===== src/rtl/lcd_write_engine_if.sv =====
// Command handshake between the LCD sequencers (master) and lcd_write_engine (slave).
// A write transfers on a rising edge where cmd_valid && cmd_ready; cmd_rs/cmd_data are sampled only then.
interface lcd_write_engine_if;
   logic       cmd_valid;
   logic       cmd_ready;
   logic       cmd_rs;
   logic [7:0] cmd_data;
   logic       done;
   logic       busy;

   modport master (
      output cmd_valid, cmd_rs, cmd_data,
      input  cmd_ready, done, busy
   );

   modport slave (
      input  cmd_valid, cmd_rs, cmd_data,
      output cmd_ready, done, busy
   );
endinterface


===== src/rtl/lcd_write_engine.sv =====
// HD44780 bus write stage: registered E strobe with setup/pulse/hold and execute hold-off.
// Optional 4-entry command FIFO in front of the FSM when LCD_CMD_FIFO_EN is defined.
module lcd_write_engine #(
   parameter int POWERUP_CYC   = 15000,
   parameter int SETUP_CYC     = 1,
   parameter int PULSE_CYC     = 1,
   parameter int HOLD_CYC      = 1,
   parameter int EXEC_CYC      = 40,
   parameter int LONG_EXEC_CYC = 1640,
   parameter int CNT_W         = 14
) (
   input  logic                clk,
   input  logic                rst,
   lcd_write_engine_if.slave   cmd,
   output logic                LCD_E,
   output logic                LCD_RS,
   output logic                LCD_RW,
   output logic [7:0]          LCD_DATA,
   output logic [2:0]          dbg_state_o
);

   typedef enum logic [2:0] {
      S_PWRUP = 3'd0,
      S_IDLE  = 3'd1,
      S_SETUP = 3'd2,
      S_PULSE = 3'd3,
      S_HOLD  = 3'd4,
      S_EXEC  = 3'd5
   } state_e;

   localparam logic [CNT_W-1:0] TC_PWR   = CNT_W'(POWERUP_CYC - 1);
   localparam logic [CNT_W-1:0] TC_SETUP = CNT_W'(SETUP_CYC - 1);
   localparam logic [CNT_W-1:0] TC_PULSE = CNT_W'(PULSE_CYC - 1);
   localparam logic [CNT_W-1:0] TC_HOLD  = CNT_W'(HOLD_CYC - 1);
   localparam logic [CNT_W-1:0] TC_EXEC  = CNT_W'(EXEC_CYC - 1);
   localparam logic [CNT_W-1:0] TC_LONG  = CNT_W'(LONG_EXEC_CYC - 1);

   state_e           state_q, state_d;
   logic [CNT_W-1:0] cnt_q, cnt_d;
   logic [CNT_W-1:0] tc;
   logic             e_q, e_d;
   logic             rs_q, rs_d;
   logic [7:0]       data_q, data_d;
   logic             long_q, long_d;
   logic             done_q, done_d;
   logic             last;

   // Source of the next write and the condition that starts it from IDLE.
   logic             start;
   logic             src_rs;
   logic [7:0]       src_data;
   logic             src_long;

`ifdef LCD_CMD_FIFO_EN
   logic [8:0] fifo_q [4];
   logic [1:0] wr_ptr_q, rd_ptr_q;
   logic [2:0] count_q;
   logic       fifo_full, fifo_empty, push, pop;

   assign fifo_full  = (count_q == 3'd4);
   assign fifo_empty = (count_q == 3'd0);
   assign push       = cmd.cmd_valid && !fifo_full;
   assign pop        = (state_q == S_IDLE) && !fifo_empty;

   assign start      = pop;
   assign src_rs     = fifo_q[rd_ptr_q][8];
   assign src_data   = fifo_q[rd_ptr_q][7:0];
   assign cmd.cmd_ready = !fifo_full;
   assign cmd.busy   = (state_q != S_IDLE) || !fifo_empty;

   always_ff @(posedge clk) begin
      if (rst) begin
         wr_ptr_q <= '0;
         rd_ptr_q <= '0;
         count_q  <= '0;
      end else begin
         if (push) wr_ptr_q <= wr_ptr_q + 2'd1;
         if (pop)  rd_ptr_q <= rd_ptr_q + 2'd1;
         count_q <= count_q + 3'(push) - 3'(pop);
      end
   end

   // Storage needs no reset: occupancy is tracked by the pointers and count.
   always_ff @(posedge clk) begin
      if (push) fifo_q[wr_ptr_q] <= {cmd.cmd_rs, cmd.cmd_data};
   end
`else
   assign start      = cmd.cmd_valid && (state_q == S_IDLE);
   assign src_rs     = cmd.cmd_rs;
   assign src_data   = cmd.cmd_data;
   assign cmd.cmd_ready = (state_q == S_IDLE);
   assign cmd.busy   = (state_q != S_IDLE);
`endif

   // Clear display (01) and return home (02/03) need the long execute time.
   assign src_long = !src_rs && (src_data[7:2] == 6'd0) && (src_data[1:0] != 2'd0);

   always_comb begin
      tc = '0;
      unique case (state_q)
         S_PWRUP: tc = TC_PWR;
         S_SETUP: tc = TC_SETUP;
         S_PULSE: tc = TC_PULSE;
         S_HOLD:  tc = TC_HOLD;
         S_EXEC:  tc = long_q ? TC_LONG : TC_EXEC;
         default: tc = '0;
      endcase
   end

   assign last = (cnt_q == tc);

   always_comb begin
      state_d = state_q;
      rs_d    = rs_q;
      data_d  = data_q;
      long_d  = long_q;
      unique case (state_q)
         S_PWRUP: if (last) state_d = S_IDLE;
         S_IDLE: begin
            if (start) begin
               rs_d    = src_rs;
               data_d  = src_data;
               long_d  = src_long;
               state_d = S_SETUP;
            end
         end
         S_SETUP: if (last) state_d = S_PULSE;
         S_PULSE: if (last) state_d = S_HOLD;
         S_HOLD:  if (last) state_d = S_EXEC;
         S_EXEC:  if (last) state_d = S_IDLE;
         default: state_d = S_PWRUP;
      endcase
      cnt_d  = ((state_d != state_q) || (state_q == S_IDLE)) ? '0 : cnt_q + 1'b1;
      e_d    = (state_d == S_PULSE);
      done_d = (state_q == S_EXEC) && (state_d == S_IDLE);
   end

   always_ff @(posedge clk) begin
      if (rst) begin
         state_q <= S_PWRUP;
         cnt_q   <= '0;
         e_q     <= 1'b0;
         rs_q    <= 1'b0;
         data_q  <= 8'h00;
         long_q  <= 1'b0;
         done_q  <= 1'b0;
      end else begin
         state_q <= state_d;
         cnt_q   <= cnt_d;
         e_q     <= e_d;
         rs_q    <= rs_d;
         data_q  <= data_d;
         long_q  <= long_d;
         done_q  <= done_d;
      end
   end

   assign LCD_E       = e_q;
   assign LCD_RS      = rs_q;
   assign LCD_RW      = 1'b0;
   assign LCD_DATA    = data_q;
   assign cmd.done    = done_q;
   assign dbg_state_o = state_q;

endmodule

===== src/flat_wrapper.sv =====
// flat-port wrapper written by rule: the top's interface ports become plain ports
module lcd_write_engine_flat 
#(
   parameter int POWERUP_CYC   = 15000,
   parameter int SETUP_CYC     = 1,
   parameter int PULSE_CYC     = 1,
   parameter int HOLD_CYC      = 1,
   parameter int EXEC_CYC      = 40,
   parameter int LONG_EXEC_CYC = 1640,
   parameter int CNT_W         = 14
)
  (clk, rst, LCD_E, LCD_RS, LCD_RW, LCD_DATA, dbg_state_o, cmd_cmd_valid, cmd_cmd_rs, cmd_cmd_data, cmd_cmd_ready, cmd_done, cmd_busy);
  lcd_write_engine_if cmd_i ();
  input  logic clk;
  input  logic rst;
  output logic LCD_E;
  output logic LCD_RS;
  output logic LCD_RW;
  output logic [7:0] LCD_DATA;
  output logic [2:0] dbg_state_o;
  input wire logic [$bits(cmd_i.cmd_valid)-1:0] cmd_cmd_valid;
  input wire logic [$bits(cmd_i.cmd_rs)-1:0] cmd_cmd_rs;
  input wire logic [$bits(cmd_i.cmd_data)-1:0] cmd_cmd_data;
  output wire logic [$bits(cmd_i.cmd_ready)-1:0] cmd_cmd_ready;
  output wire logic [$bits(cmd_i.done)-1:0] cmd_done;
  output wire logic [$bits(cmd_i.busy)-1:0] cmd_busy;
  assign cmd_i.cmd_valid = cmd_cmd_valid;
  assign cmd_i.cmd_rs = cmd_cmd_rs;
  assign cmd_i.cmd_data = cmd_cmd_data;
  assign cmd_cmd_ready = cmd_i.cmd_ready;
  assign cmd_done = cmd_i.done;
  assign cmd_busy = cmd_i.busy;
  lcd_write_engine #(.POWERUP_CYC(POWERUP_CYC), .SETUP_CYC(SETUP_CYC), .PULSE_CYC(PULSE_CYC), .HOLD_CYC(HOLD_CYC), .EXEC_CYC(EXEC_CYC), .LONG_EXEC_CYC(LONG_EXEC_CYC), .CNT_W(CNT_W)) u_core (.clk(clk), .rst(rst), .cmd(cmd_i), .LCD_E(LCD_E), .LCD_RS(LCD_RS), .LCD_RW(LCD_RW), .LCD_DATA(LCD_DATA), .dbg_state_o(dbg_state_o));
endmodule

===== config.mk =====
export PLATFORM = sky130hd
export DESIGN_NAME = lcd_write_engine_flat
export DESIGN_NICKNAME = d
export VERILOG_FILES = /design/src/rtl/lcd_write_engine_if.sv /design/src/rtl/lcd_write_engine.sv /design/src/flat_wrapper.sv
export SDC_FILE = /design/constraint.sdc
export NUM_CORES = 1
export LEC_CHECK = 0
export ABC_AREA = 1
export CORE_UTILIZATION = 49
export CTS_BUF_LIST = sky130_fd_sc_hd__clkbuf_4 sky130_fd_sc_hd__clkbuf_8
export CTS_CLUSTER_SIZE = 24
export DETAILED_ROUTE_END_ITERATION = 16
export HOLD_SLACK_MARGIN = 0.05
export PLACE_DENSITY_LB_ADDON = 0.05
export SLEW_MARGIN = 20
export SYNTH_ARGS = -nofsm -noshare
export SYNTH_HDL_FRONTEND = slang
export SYNTH_SLANG_ARGS = --single-unit

===== constraint.sdc =====
create_clock -name clk -period 1.8 [get_ports clk]
set_input_delay 0.54 -clock clk [delete_from_list [all_inputs] [get_ports clk]]
set_output_delay 0.54 -clock clk [all_outputs]
set_load 0.02 [all_outputs]

# Word level (Yosys, flattened, before mapping)
# Index checks and enable logic that the tools add are counted.
# op_classes
eq_ne,10
n_addsub,1
n_mux,8
n_reduce_logical,12
# ops
cell,n
14-bit case mux with 2 select lines,1
3-bit 2-to-1 mux,5
3-bit case mux with 5 select lines,1
"14-bit by 1-bit adder with 14-bit output, second input constant",1
14-bit == test,1
11-bit 2-to-1 mux,1
"3-bit by 2-bit == test with 1-bit output, second input constant",3
"3-bit by 1-bit == test with 1-bit output, second input constant",2
"3-bit == test, second input constant",2
6-bit logical NOT,1
1-bit logical AND,4
2-bit OR reduction,2
3-bit logical NOT,1
"3-bit by 1-bit inequality test with 1-bit output, second input constant",1
3-bit inequality test,1
2-bit AND reduction,1
2-bit nonzero test,1
1-bit logical NOT,1
1-bit logical OR,1
# word_totals
wordCells,38
reg_bits,29
in_bits,12

# Logic depth before layout (Yosys ltp)
# Gate-level depths: netlist (run 1).
# depth
word_depth,8
mapped_depth,17
ltp_nobuf,16

# Worst setup path before layout (run 1)
# OpenSTA, ideal clock, no wires.
# synth_path
kind,register to register
from,"register u_core.state_q[0], in the netlist u_core.dbg_state_o[0]"
to,register u_core.cnt_q[3]
t_arrival_ps,2151
path_stages_with_launch,14
required_ps,1680
path_slack_ps,-471
period_less_slack_ps,2271
setup_ps,120
path_buffers,2
path_cell_list,dfxtp_1 -> buf_6 -> inv_2 -> nor2_1 -> inv_1 -> nor2_4 -> inv_1 -> nand2_1 -> nand3_1 -> nand2_1 -> nor2_4 -> nand2_4 -> buf_12 -> nor2_4
# synth_via
elab_cells_between_ends,19
# synth_rtl
item,line_no,rtl
"start, declared",lcd_write_engine.sv:38,"state_e state_q, state_d;"
"start signal, assigned",lcd_write_engine.sv:148,state_q <= state_d;
3-bit by 1-bit == test with 1-bit output *,-,
net cmd_cmd_ready,flat_wrapper.sv:24,output wire logic [$bits(cmd_i.cmd_ready)-1:0] cmd_cmd_ready;
1-bit logical AND,lcd_write_engine.sv:88,assign start = cmd.cmd_valid && (state_q == S_IDLE);
3-bit 2-to-1 mux,lcd_write_engine.sv:120,if (start) begin
3-bit case mux with 5 select lines,lcd_write_engine.sv:117,unique case (state_q)
3-bit inequality test,lcd_write_engine.sv:133,cnt_d = ((state_d != state_q) || (state_q == S_IDLE)) ? '0 : cnt_q + 1'b1;
1-bit logical OR *,lcd_write_engine.sv:133,
2-bit OR reduction (no source line) *,-,
"end signal, assigned",lcd_write_engine.sv:149,cnt_q <= cnt_d;
"end, declared",lcd_write_engine.sv:39,"logic [CNT_W-1:0] cnt_q, cnt_d;"
# The timed path passes the listed nets; every way through them passes the cells marked *.
# A chain may end at the register's enable or synchronous reset.

# Worst setup path in the final report (run 1)
# layout_path
from,"register u_core.state_q[2], in the netlist u_core.dbg_state_o[2]"
to,register u_core.cnt_q[0]
# layout_via
elab_chain_len,8
elab_cells_between_ends,19
# layout_lines
item,line_no,rtl
3-bit == test or 3-bit logical NOT (tied branches),"lcd_write_engine.sv:100, lcd_write_engine.sv:117",
14-bit case mux with 2 select lines,lcd_write_engine.sv:100,unique case (state_q)
14-bit == test,lcd_write_engine.sv:110,assign last = (cnt_q == tc);
"3-bit 2-to-1 mux, on equally long branches",-,
3-bit case mux with 5 select lines,lcd_write_engine.sv:117,
3-bit inequality test,lcd_write_engine.sv:133,
1-bit logical OR *,lcd_write_engine.sv:133,
2-bit OR reduction (no source line) *,-,
# Every way passes the cells marked *; elsewhere a longest branch is shown, timed or not.

==> impl_metrics.csv, run 1 <==
group,metric,value,unit
run_status,violations,"negative setup slack",
final_layout,postLayoutCellArea,2460,µm²
sta,fmax,0.513,GHz
logic_synthesis,async_flop_share,0,%
logic_synthesis,syn-cell-area,1650,µm²
grt,grt_max_degree,13,
setup_path,crit_arrival,2.16,ns
run,drv_cap,0,
logic_synthesis,yosysWarnings,0,
die,die-area,3610,µm²
final_layout,final_common_cell,"nand2_1",
setup_path,cp.buffers_inverters,3,
place,pre_cts_slack,-0.104,ns
final_layout,seq_area,593,µm²
final_layout,layout.cells.non_filler,341,
grt,grt_pass1_vias,1527,
die,die_h,60.1,µm
logic_synthesis,synth.area.top_cells,"dfxtp_1, nand2_1, nor2_1",
final_layout,final_nets,309,
setup_path,cpLargestDelayFamily,"simple AND/OR/NAND/NOR gates",
final_layout,fillers,221,
final_layout,area_growth,48.9,%
setup_path,critPathLaunchType,"flip-flop",
route,viasPerCell,4.91,
final_layout,multi_input_area,1050,µm²
sta,setup_slack,-0.150,ns
run_status,status,"finished with violations",
sta,finalHoldViolations,0,
pwr,ir_drop,0.601,mV
grt,antenna_found_initial,0,
final_layout,drive_above_1_share,35.7,%
place,dp_hpwl,3040,µm
route,drtIter0Drc,84,
sta,rsz0062_at_grt,"yes",
hold_path,hold_path.class,"flip-flop to flip-flop",
sta,drv_slew,0,
route,firstDrtPassIters,4,
clock_tree,clk_latency,0.33,ns
pwr,cellLeakagePower,1.16,nW
setup_path,cp_max_fo,6,
die,die_w,60.1,µm
clock_tree,clk_pin_slew,0.10,ns
setup_path,cp_cell_sequence,"buf_6 -> nand3_4 -> nand2_2 -> inv_2 -> nor2_2 -> nand2_2 -> nor2_4 -> nand2_1 -> nor2_2 -> a21oi_1 -> nand2_1 -> nor2_4 -> nand2_4 -> buf_12 -> nor2_1",
logic_synthesis,yosys.cell_types.count,28,
die,initial_core_util,52.8,%
setup_path,endpoint_kind,"flip-flop",
route,num_vias,1676,
clock_tree,clk_path_buf_depth,2,
place,placed_cells,331,
clock_tree,root_buffer,"clkbuf_4",
logic_synthesis,synth.top_cell.area_share,35.2,%
clock_tree,cts_buffers,5,
grt,grt_pass1_wl,6690,µm
final_layout,final_cell_mix,"nand2_1, buf_4, inv_1, nor2_1, dfxtp_1",
setup_path,r2r-start,"u_core.dbg_state_o[2]$_SDFF_PP0_",
logic_synthesis,syn-num-nets,245,
setup_path,critical_path_class,"flip-flop to flip-flop",
sta,finClkSkew,0.0150,ns
clock_tree,htreeDepth,2,
route,drc_errors,0,
place,place_area,2220,µm²
logic_synthesis,netlist.top_cell.by_area,"dfxtp_1",
logic_synthesis,yosysSeqAreaShare,35.2,%
setup_path,slowest_delay,0.39,ns
logic_synthesis,synth_edf_count,0,
sta,finalSetupViolCount,14,
logic_synthesis,ys.flop_type,"dfxtp_1",
setup_path,rr_worst_depth,15,
die,ios,29,
die,core,3130,µm²
setup_path,r2r_end,"u_core.cnt_q[0]$_SDFF_PP0_",
hold_path,hp-start,"u_core.LCD_DATA[1]$_SDFFE_PP0P_",
place,port_buffers,27,
setup_path,startpoint,"u_core.dbg_state_o[2]$_SDFF_PP0_",
clock_tree,cts_tree,"yes",
route,wl_per_cell,12.7,µm
sta,timing.setup.tns,-1.82,ns
logic_synthesis,syn_avg_cell_area,7.12,µm²
setup_path,endpoint,"u_core.cnt_q[0]$_SDFF_PP0_",
place,place_congestion,0.964,
setup_path,worst_path_max_delay_cell,"dfxtp_4",
grt,grt.overflow.total,0,
grt,grt.total_usage,25.7,%
setup_path,cp.required,2.01,ns
logic_synthesis,synth_seq_cells,29,
route,ant_nets,0,
die,rows,20,
sta,fin_crit,1.95,ns
sta,period_share,108,%
pwr,p_per_area,489,nW/µm²
clock_tree,clock-sinks,29,
clock_tree,holdBufCountCts,0,
setup_path,path_depth,15,
logic_synthesis,synth_cells,232,
final_layout,antenna_cells,0,
route,wirelength,4340,µm
setup_path,reg2reg_slack,-0.15,ns
[repair_timing]
| action | CTS | global route |
|---|---|---|
| setup endpoints to repair | 27 | 25 |
| pin swaps | 6 | 19 |
| gates resized for setup | 38 | 30 |
| setup buffers | 2 | 2 |
[cell type report]
cell class | instances | area share, %
well taps | 44 | 2.24
repair buffers | 61 | 22.6
flip-flops and latches | 29 | 24.1
inverters | 33 | 5.34
clock inverters | 1 | 0.204
clock buffers | 7 | 2.65
multi-input cells | 166 | 42.8
[state kept, by name, summed over array words and instances (netlist names)]
register	flops
u_core.cnt_q	14
u_core.LCD_DATA	8
u_core.dbg_state_o	3
u_core.LCD_E	1
u_core.LCD_RS	1
u_core.cmd.done	1
u_core.long_q	1
[through the flow]
stage | hold WS, ns | utilization, % | power, mW
detailed placement | 0.450 | 71.0 | 0.749
global placement | 0.440 | 71.0 | 0.748
CTS | 0.469 | 75.6 | 1.21
floorplan | 0.429 | - | 0.703
global route | 0.485 | 78.6 | 1.25
finish | 0.465 | 78.6 | 1.20
[cells in the mapped netlist, types with 2 or more instances]
cell      n
nand4_1   2
nand2_1  42
nor2_1   37
nor3_1    5
nor2_2    4
inv_1    30
xnor2_1   2
nand3_2   2
nor2_4   12
nand3_1  20
nand2_2   7
xor2_1   10
o21ai_0  10
a21oi_1   4
dfxtp_1  29
inv_2     3
nor4_1    2
[kinds of logic after synthesis]
group | after synthesis | synth area share (%)
xor+xnor | 12 | 6.36
compound gates | 18 | 6.06
buf+inv | 37 | 10.2
fa+ha+maj | 1 | 0.757
flops | 29 | 35.2
other cells | 1 | 0.227
simple gates | 134 | 41.3
[how the worst min path moves through the flow]
stage                                      end  cells after the start  slack (ns)
2_1_floorplan       u_core.cnt_q[0]$_SDFF_PP0_                      1        0.43
3_3_place_gp        u_core.cnt_q[0]$_SDFF_PP0_                      1        0.44
3_5_place_dp        u_core.cnt_q[0]$_SDFF_PP0_                      1        0.45
4_1_cts        u_core.LCD_DATA[1]$_SDFFE_PP0P_                      2        0.47
5_1_grt        u_core.LCD_DATA[1]$_SDFFE_PP0P_                      2        0.49
6_report       u_core.LCD_DATA[1]$_SDFFE_PP0P_                      2        0.47
[where the power goes]
group          internal (mW)  switching (mW)  total [mW]
clock                  0.226           0.234       0.460
sequential             0.643         0.00674       0.649
combinational         0.0499          0.0419      0.0919
[worst register-to-register path: stages, from the launching register on]
cell and delay (ns):
dfxtp_4 0.39, buf_6 0.11, nand3_4 0.11, nand2_2 0.10, inv_2 0.04, nor2_2 0.11, nand2_2 0.07, nor2_4 0.11
nand2_1 0.07, nor2_2 0.18, a21oi_1 0.10, nand2_1 0.10, nor2_4 0.05, nand2_4 0.11, buf_12 0.14, nor2_1 0.04
[metal layers]
| layer | up-vias | track usage [%] | wire length (µm) | part of all wire, % |
|---|---|---|---|---|
| li1 | 852 | - | - | - |
| met2 | 38 | 42.2 | 2190 | 51 |
| met3 | 9 | 7.58 | 158 | 3.6 |
| met5 | - | 0 | 0 | 0 |
| met4 | 0 | 11.0 | 81 | 1.9 |
| met1 | 777 | 30.9 | 1910 | 44 |
Power figures use the tool's default switching activity.
==> run 2, diff against run 1 <==
--- a/config.mk
+++ b/config.mk
@@ -10,6 +10,7 @@
 export CTS_BUF_LIST = sky130_fd_sc_hd__clkbuf_4 sky130_fd_sc_hd__clkbuf_8
 export CTS_CLUSTER_SIZE = 24
 export DETAILED_ROUTE_END_ITERATION = 16
+export GPL_ROUTABILITY_DRIVEN = 1
 export HOLD_SLACK_MARGIN = 0.05
 export PLACE_DENSITY_LB_ADDON = 0.05
 export SLEW_MARGIN = 20
==> results of run 2 <==
Same layout as run 1: the final DEF is identical, and so are final timing and power.
